$ cat src/rtl/game_control_if.sv
// Phase/paddle bundle between the game-flow controller and the pong datapath.
interface game_control_if;
    logic       game_clk;
    logic       ready_sig;
    logic       start_sig;
    logic       play_sig;
    logic       pause_sig;
    logic       left_sig;
    logic       right_sig;
    logic [1:0] lives;
    logic       game_over;
    logic       sig_dead;

    modport master (
        output game_clk, ready_sig, start_sig, play_sig, pause_sig,
               left_sig, right_sig, lives, game_over,
        input  sig_dead
    );

    modport slave (
        input  game_clk, ready_sig, start_sig, play_sig, pause_sig,
               left_sig, right_sig, lives, game_over,
        output sig_dead
    );
endinterface

$ cat src/rtl/game_control.sv
// Pong game-flow controller: key synchronizers, READY/START/PLAY/PAUSE/DEAD/OVER
// state machine, movement tick divider and lives counter. All outputs registered.
module game_control #(
    parameter int TICK_DIV   = 500000,
    parameter int LIVES      = 3,
    parameter int DEAD_TICKS = 50
) (
    input  logic          clk,
    input  logic          reset,
    input  logic          key_start_n,
    input  logic          key_pause_n,
    input  logic          key_left_n,
    input  logic          key_right_n,
    game_control_if.master gc
);
    localparam int             CW         = (TICK_DIV > 1) ? $clog2(TICK_DIV) : 1;
    localparam logic [CW-1:0]  DIV_MAX    = CW'(TICK_DIV - 1);
    localparam logic [1:0]     LIVES_INIT = 2'(LIVES);
    localparam logic [7:0]     DEAD_MAX   = 8'(DEAD_TICKS);

    localparam int K_RIGHT = 0;
    localparam int K_LEFT  = 1;
    localparam int K_PAUSE = 2;
    localparam int K_START = 3;

    typedef enum logic [2:0] {
        ST_READY,
        ST_START,
        ST_PLAY,
        ST_PAUSE,
        ST_DEAD,
        ST_OVER
    } state_t;

    state_t        state_q, state_d;
    logic [3:0]    s1_q, s1_d, s2_q, s2_d, h_q, h_d;
    logic [3:0]    key_ev;
    logic [CW-1:0] div_q, div_d;
    logic [7:0]    tick_q, tick_d;
    logic [7:0]    tick_inc;
    logic [1:0]    lives_q, lives_d;
    logic          game_clk_q, game_clk_d;
    logic          ready_q, ready_d;
    logic          start_q, start_d;
    logic          play_q, play_d;
    logic          pause_q, pause_d;
    logic          left_q, left_d;
    logic          right_q, right_d;
    logic          over_q, over_d;

    // Press event fires once per falling edge of the synchronized key.
    always_comb begin
        s1_d     = {key_start_n, key_pause_n, key_left_n, key_right_n};
        s2_d     = s1_q;
        h_d      = s2_q;
        key_ev   = h_q & ~s2_q;
    end

    always_comb begin
        state_d    = state_q;
        lives_d    = lives_q;
        tick_d     = tick_q;
        tick_inc   = tick_q + 8'd1;
        game_clk_d = (div_q == DIV_MAX);
        div_d      = game_clk_d ? '0 : div_q + CW'(1);

        unique case (state_q)
            ST_READY: begin
                if (key_ev[K_START]) state_d = ST_START;
            end
            ST_START: state_d = ST_PLAY;
            ST_PLAY: begin
                if (gc.sig_dead) begin
                    state_d = ST_DEAD;
                    lives_d = (lives_q == 2'd0) ? 2'd0 : lives_q - 2'd1;
                    tick_d  = 8'd0;
                end else if (key_ev[K_PAUSE]) begin
                    state_d = ST_PAUSE;
                end
            end
            ST_PAUSE: begin
                if (key_ev[K_PAUSE]) state_d = ST_PLAY;
            end
            // Exit lands on the same edge that registers the final tick pulse.
            ST_DEAD: begin
                if (game_clk_d) begin
                    tick_d = tick_inc;
                    if (tick_inc == DEAD_MAX)
                        state_d = (lives_q != 2'd0) ? ST_READY : ST_OVER;
                end
            end
            ST_OVER: begin
                if (key_ev[K_START]) begin
                    lives_d = LIVES_INIT;
                    state_d = ST_READY;
                end
            end
            default: state_d = ST_READY;
        endcase

        ready_d = (state_d == ST_READY);
        start_d = (state_d == ST_START);
        play_d  = (state_d == ST_PLAY) || (state_d == ST_PAUSE);
        pause_d = (state_d == ST_PAUSE);
        over_d  = (state_d == ST_OVER);
        left_d  = (state_d == ST_PLAY) && !s2_q[K_LEFT] && s2_q[K_RIGHT];
        right_d = (state_d == ST_PLAY) && !s2_q[K_RIGHT] && s2_q[K_LEFT];
    end

    always_ff @(posedge clk or negedge reset) begin
        if (!reset) begin
            state_q    <= ST_READY;
            s1_q       <= 4'hF;
            s2_q       <= 4'hF;
            h_q        <= 4'hF;
            div_q      <= '0;
            tick_q     <= 8'd0;
            lives_q    <= LIVES_INIT;
            game_clk_q <= 1'b0;
            ready_q    <= 1'b1;
            start_q    <= 1'b0;
            play_q     <= 1'b0;
            pause_q    <= 1'b0;
            left_q     <= 1'b0;
            right_q    <= 1'b0;
            over_q     <= 1'b0;
        end else begin
            state_q    <= state_d;
            s1_q       <= s1_d;
            s2_q       <= s2_d;
            h_q        <= h_d;
            div_q      <= div_d;
            tick_q     <= tick_d;
            lives_q    <= lives_d;
            game_clk_q <= game_clk_d;
            ready_q    <= ready_d;
            start_q    <= start_d;
            play_q     <= play_d;
            pause_q    <= pause_d;
            left_q     <= left_d;
            right_q    <= right_d;
            over_q     <= over_d;
        end
    end

    assign gc.game_clk  = game_clk_q;
    assign gc.ready_sig = ready_q;
    assign gc.start_sig = start_q;
    assign gc.play_sig  = play_q;
    assign gc.pause_sig = pause_q;
    assign gc.left_sig  = left_q;
    assign gc.right_sig = right_q;
    assign gc.lives     = lives_q;
    assign gc.game_over = over_q;
endmodule

$ cat src/flat_wrapper.sv
// flat-port wrapper written by rule: the top's interface ports become plain ports
module game_control_flat 
#(
    parameter int TICK_DIV   = 500000,
    parameter int LIVES      = 3,
    parameter int DEAD_TICKS = 50
)
  (clk, reset, key_start_n, key_pause_n, key_left_n, key_right_n, gc_game_clk, gc_ready_sig, gc_start_sig, gc_play_sig, gc_pause_sig, gc_left_sig, gc_right_sig, gc_lives, gc_game_over, gc_sig_dead);
  game_control_if gc_i ();
  input  logic clk;
  input  logic reset;
  input  logic key_start_n;
  input  logic key_pause_n;
  input  logic key_left_n;
  input  logic key_right_n;
  output wire logic [$bits(gc_i.game_clk)-1:0] gc_game_clk;
  output wire logic [$bits(gc_i.ready_sig)-1:0] gc_ready_sig;
  output wire logic [$bits(gc_i.start_sig)-1:0] gc_start_sig;
  output wire logic [$bits(gc_i.play_sig)-1:0] gc_play_sig;
  output wire logic [$bits(gc_i.pause_sig)-1:0] gc_pause_sig;
  output wire logic [$bits(gc_i.left_sig)-1:0] gc_left_sig;
  output wire logic [$bits(gc_i.right_sig)-1:0] gc_right_sig;
  output wire logic [$bits(gc_i.lives)-1:0] gc_lives;
  output wire logic [$bits(gc_i.game_over)-1:0] gc_game_over;
  input wire logic [$bits(gc_i.sig_dead)-1:0] gc_sig_dead;
  assign gc_game_clk = gc_i.game_clk;
  assign gc_ready_sig = gc_i.ready_sig;
  assign gc_start_sig = gc_i.start_sig;
  assign gc_play_sig = gc_i.play_sig;
  assign gc_pause_sig = gc_i.pause_sig;
  assign gc_left_sig = gc_i.left_sig;
  assign gc_right_sig = gc_i.right_sig;
  assign gc_lives = gc_i.lives;
  assign gc_game_over = gc_i.game_over;
  assign gc_i.sig_dead = gc_sig_dead;
  game_control #(.TICK_DIV(TICK_DIV), .LIVES(LIVES), .DEAD_TICKS(DEAD_TICKS)) u_core (.clk(clk), .reset(reset), .key_start_n(key_start_n), .key_pause_n(key_pause_n), .key_left_n(key_left_n), .key_right_n(key_right_n), .gc(gc_i));
endmodule
$ cat config.mk
export PLATFORM = sky130hd
export DESIGN_NAME = game_control_flat
export DESIGN_NICKNAME = d
export VERILOG_FILES = /design/src/rtl/game_control_if.sv /design/src/rtl/game_control.sv /design/src/flat_wrapper.sv
export SDC_FILE = /design/constraint.sdc
export NUM_CORES = 1
export LEC_CHECK = 0
export CAP_MARGIN = 20
export CELL_PAD_IN_SITES_DETAIL_PLACEMENT = 1
export CELL_PAD_IN_SITES_GLOBAL_PLACEMENT = 1
export CORE_ASPECT_RATIO = 0.7
export CORE_MARGIN = 5
export CORE_UTILIZATION = 40
export DETAILED_ROUTE_END_ITERATION = 16
export PLACE_DENSITY = 0.75
export SYNTH_ARGS = -nofsm -noshare
export SYNTH_HDL_FRONTEND = slang
export SYNTH_SLANG_ARGS = --single-unit
export TNS_END_PERCENT = 5
$ cat constraint.sdc
create_clock -name clk -period 4.2 [get_ports clk]
set_input_delay 1.05 -clock clk [delete_from_list [all_inputs] [get_ports clk]]
set_output_delay 1.05 -clock clk [all_outputs]
set_load 0.02 [all_outputs]
==> summary.txt <==
Clocking
  – TritonCTS clock tree: yes
  – H-Tree Depth: 2
  – CTS Buf Count: 5
  – Post-CTS Setup Inserts: 0
  – Clock latency on the worst-skew pair: 300 ps
  – Clock Sinks: 50
  – Clk slew on worst S/H paths: ~90 ps
  – CTS max path bufs: 2
  – Resized Gates After CTS: 0
  – Hold-fix buffers, CTS: 0
  – Root Buffer: clkbuf_8

Placed design
  – Port Buffer Count: 16
  – Placed Instances: 308
  – Routability-driven placement congestion ratio: slightly below 0.8
  – Dpl hpwl: approximately 3700 µm
  – Dpl cell area: between 0.002 and 0.003 mm²

Setup path
  – Crit. End Element: output pin
  – Crit path kind: reg -> out
  – CP Cell Sequence: clkdlybuf4s50_1
  – CP required: ~3200 ps
  – Critical path launch point type: flop
  – Max stage delay on crit path: approximately 610 ps
  – Crit path max-delay family: buffers and inverters
  – Crit path buffers/inverters: 1
  – CP max FO: 6
  – Worst path arrival time: 1500 ps
  – Slowest CP cell: clkdlybuf4s50_1

STA
  – Final setup viols: 0
  – Worst slew margin relative to its limit: between 40% and 50%
  – Worst Skew: approximately 8.6 ps
  – Unrepaired setup endpoints after global routing: false
  – Final slew viol count: 0
  – Final Hold Vio Count: 0
  – Tmin final: around 2600 ps
  – Setup TNS: 0 ps
  – Fmax achieved: 0.392 GHz
  – Tcrit/Tclk final: between 60% and 70%
  – Worst-Margin Slew: 770 ps

Global routing
  – First-pass GRT wire length: ~9000 µm
  – Total track usage: 15.3%
  – Largest net degree at the start of global routing: 31
  – Grt total ovfl: 0
  – Vias in the first global route: 1845
  – Initial antenna violation count: 0

Synthesis
  – Synth warn: 0
  – Ys flop type: dfrtp_1
  – Synth Area in XOR/XNOR: about 6.3%
  – Share of the synthesized area in the top cell type: around 39%
  – Multiplexer share of the synthesized area: between 2 and 2.5%
  – Syn Nets: ~240
  – Cell Area, Synth: around 0.0024 mm²
  – Largest family of logic cells by synthesized area: simple AND/OR/NAND/NOR gates
  – Post-Synth Adder-Cell Area: 1.58%
  – Seq/Total Area, Yosys: 53.5%
  – Complex-gate fraction of the synthesized area: roughly 8%
  – Ys async rst share: 100%
  – Commonest cells in the netlist: dfrtp_1 (37), nor2_1 (29), dfstp_2 (13)
  – #FFs+latches synth: 50
  – Post-synth EDFFs: 0
  – Syn avg cell area: 10.5 µm²
  – Most numerous cell in the Yosys netlist: dfrtp_1
  – Synth Instances: around 230
  – Simple-gate share of the synthesized area: 26.0%
  – Distinct cells, synth: 45
  – Synth area leader: dfrtp_1
  – Largest cells by area after synthesis: dfrtp_1 (39%), dfstp_2 (14%), nor2_1 (4.6%)

Run
  – Max-Cap Viols: 0

Power
  – Max IR drop VDD: between 0.15 and 0.2 mV
  – Total power: ~0.0012 W
  – Leak pwr: between 1 and 1.5 nW
  – PwrDens: around 440 mW/mm²

Layout
  – Final-layout fill cell count: 643
  – Layout cell share with drive strength beyond 1: roughly 12%
  – Final nets: 250
  – Layout area overhead: 13.5%
  – Antenna diode count: 0
  – Fin area: 0.00269 mm²
  – Finished Layout Cells: 316

Drt
  – Iter 0 DRT Violations: between 40 and 50
  – Via-to-Cell Ratio: approximately 5.5
  – Vias: between 1500 and 2000
  – DRC Markers: 0
  – Wire per inst: 16.3 µm
  – DRT Wirelength: around 5200 µm
  – Drt pass-1 iters: 4
  – Routed Antenna Nets: 0

Outcome
  – Status: finished clean

Floorplan
  – Die Area: 0.00759 mm²
  – Die Height: 74.4 µm
  – Initial Util: ~41%
  – # IOs: 17
  – Rows: 23
  – Die Wd: 102 µm
  – Core area: between 0.005 and 0.006 mm²

Min path
  – Worst Hold Class: reg -> reg
## power breakdown
part           switching [W]  total [W]  internal (W)  leakage, nW
Sequential         0.0000693   0.000619      0.000549        0.634
Combinational       0.000141   0.000259      0.000118        0.414
Clock               0.000162   0.000316      0.000154       0.0496
## layer usage
layer | up-vias | global-route usage (%) | share of wire, %
li1 | 823 | - | -
met1 | 883 | 20.4 | 49
met2 | 21 | 25.7 | 47
met3 | 5 | 3.37 | 3.0
met4 | 0 | 3.93 | 0.89
met5 | - | 0 | 0
## worst paths after layout
| kind | from | endpoint | slack [ps] | cells past startpoint |
|---|---|---|---|---|
| worst max-delay path | u_core.gc.lives[0]$_DFFE_PN1P_ | gc_lives[0] | 1650 | 1 |
| worst min-delay path | u_core.s1_q[0]$_DFF_PN1_ | u_core.h_d[0]$_DFF_PN1_ | 360 | 0 |
| worst max register to register | u_core.tick_q[0]$_DFFE_PN0P_ | u_core.gc.left_sig$_DFF_PN0_ | 1870 | 6 |
| worst min register to register | u_core.s1_q[0]$_DFF_PN1_ | u_core.h_d[0]$_DFF_PN1_ | 360 | 0 |
| max in group asynchronous | reset | u_core.s1_q[1]$_DFF_PN1_ | 2700 | 2 |
| min in group asynchronous | reset | u_core.tick_q[7]$_DFFE_PN0P_ | 700 | 1 |
## layout by cell type, fill, tap and decap left out, drive strengths merged, types with 3 or more instances in the layout
master	netlist	final
a21oi	8	8
xnor2	11	11
and3	5	5
nand3b	3	3
nor3	9	9
clkdlybuf4s50	0	15
nor2b	4	4
mux2i	5	5
nor4bb	4	4
clkbuf	3	7
nor4b	4	4
dfrtp	37	37
nand2b	6	6
xor2	6	6
o21ai	9	9
nand2	12	12
nand3	11	11
nand4	8	8
nor2	29	29
ha	3	3
dfstp	13	13
inv	5	5
## cell type report
type                       instances  area (µm²)  share of cell area (%)
clock buffer                       7        97.6                    3.63
timing repair buffer              17         163                    6.05
sequential                        50        1270                    47.1
inverter                           5        18.8                   0.698
clock inverter                     1        7.51                   0.279
multi-input combinational        161        1040                    38.7
tap                               75        93.8                    3.49
## per-stage QoR
step	hold slack [ps]	util (%)	setup WS, ps
6_report	359	47.0	1650
4_1_cts	360	47.0	1630
5_1_grt	362	47.0	1580
2_1_floorplan	345	-	2240
3_3_place_gp	346	45.1	1500
3_5_place_dp	347	45.1	1400
## kinds of logic after synthesis
kind of cell               after synthesis
and+or+nand+nor                        106
DFF                                     50
AOI/OAI and AO/OA                       30
xor gates and xnor gates                17
buffers and inverters                   14
muxes                                    5
adders and majority gates                3
## sequential cells by signal, summed over array words and instances, names as in the netlist, 2 cells and up
| register | cells |
|---|---|
| u_core.tick_q | 8 |
| u_core.h_d | 4 |
| u_core.s1_q | 4 |
| u_core.gc.lives | 2 |
| u_core.div_q | 19 |
| u_core.h_q | 2 |
| u_core.state_q | 3 |
Note: power is estimated with default switching activity, not from simulation.
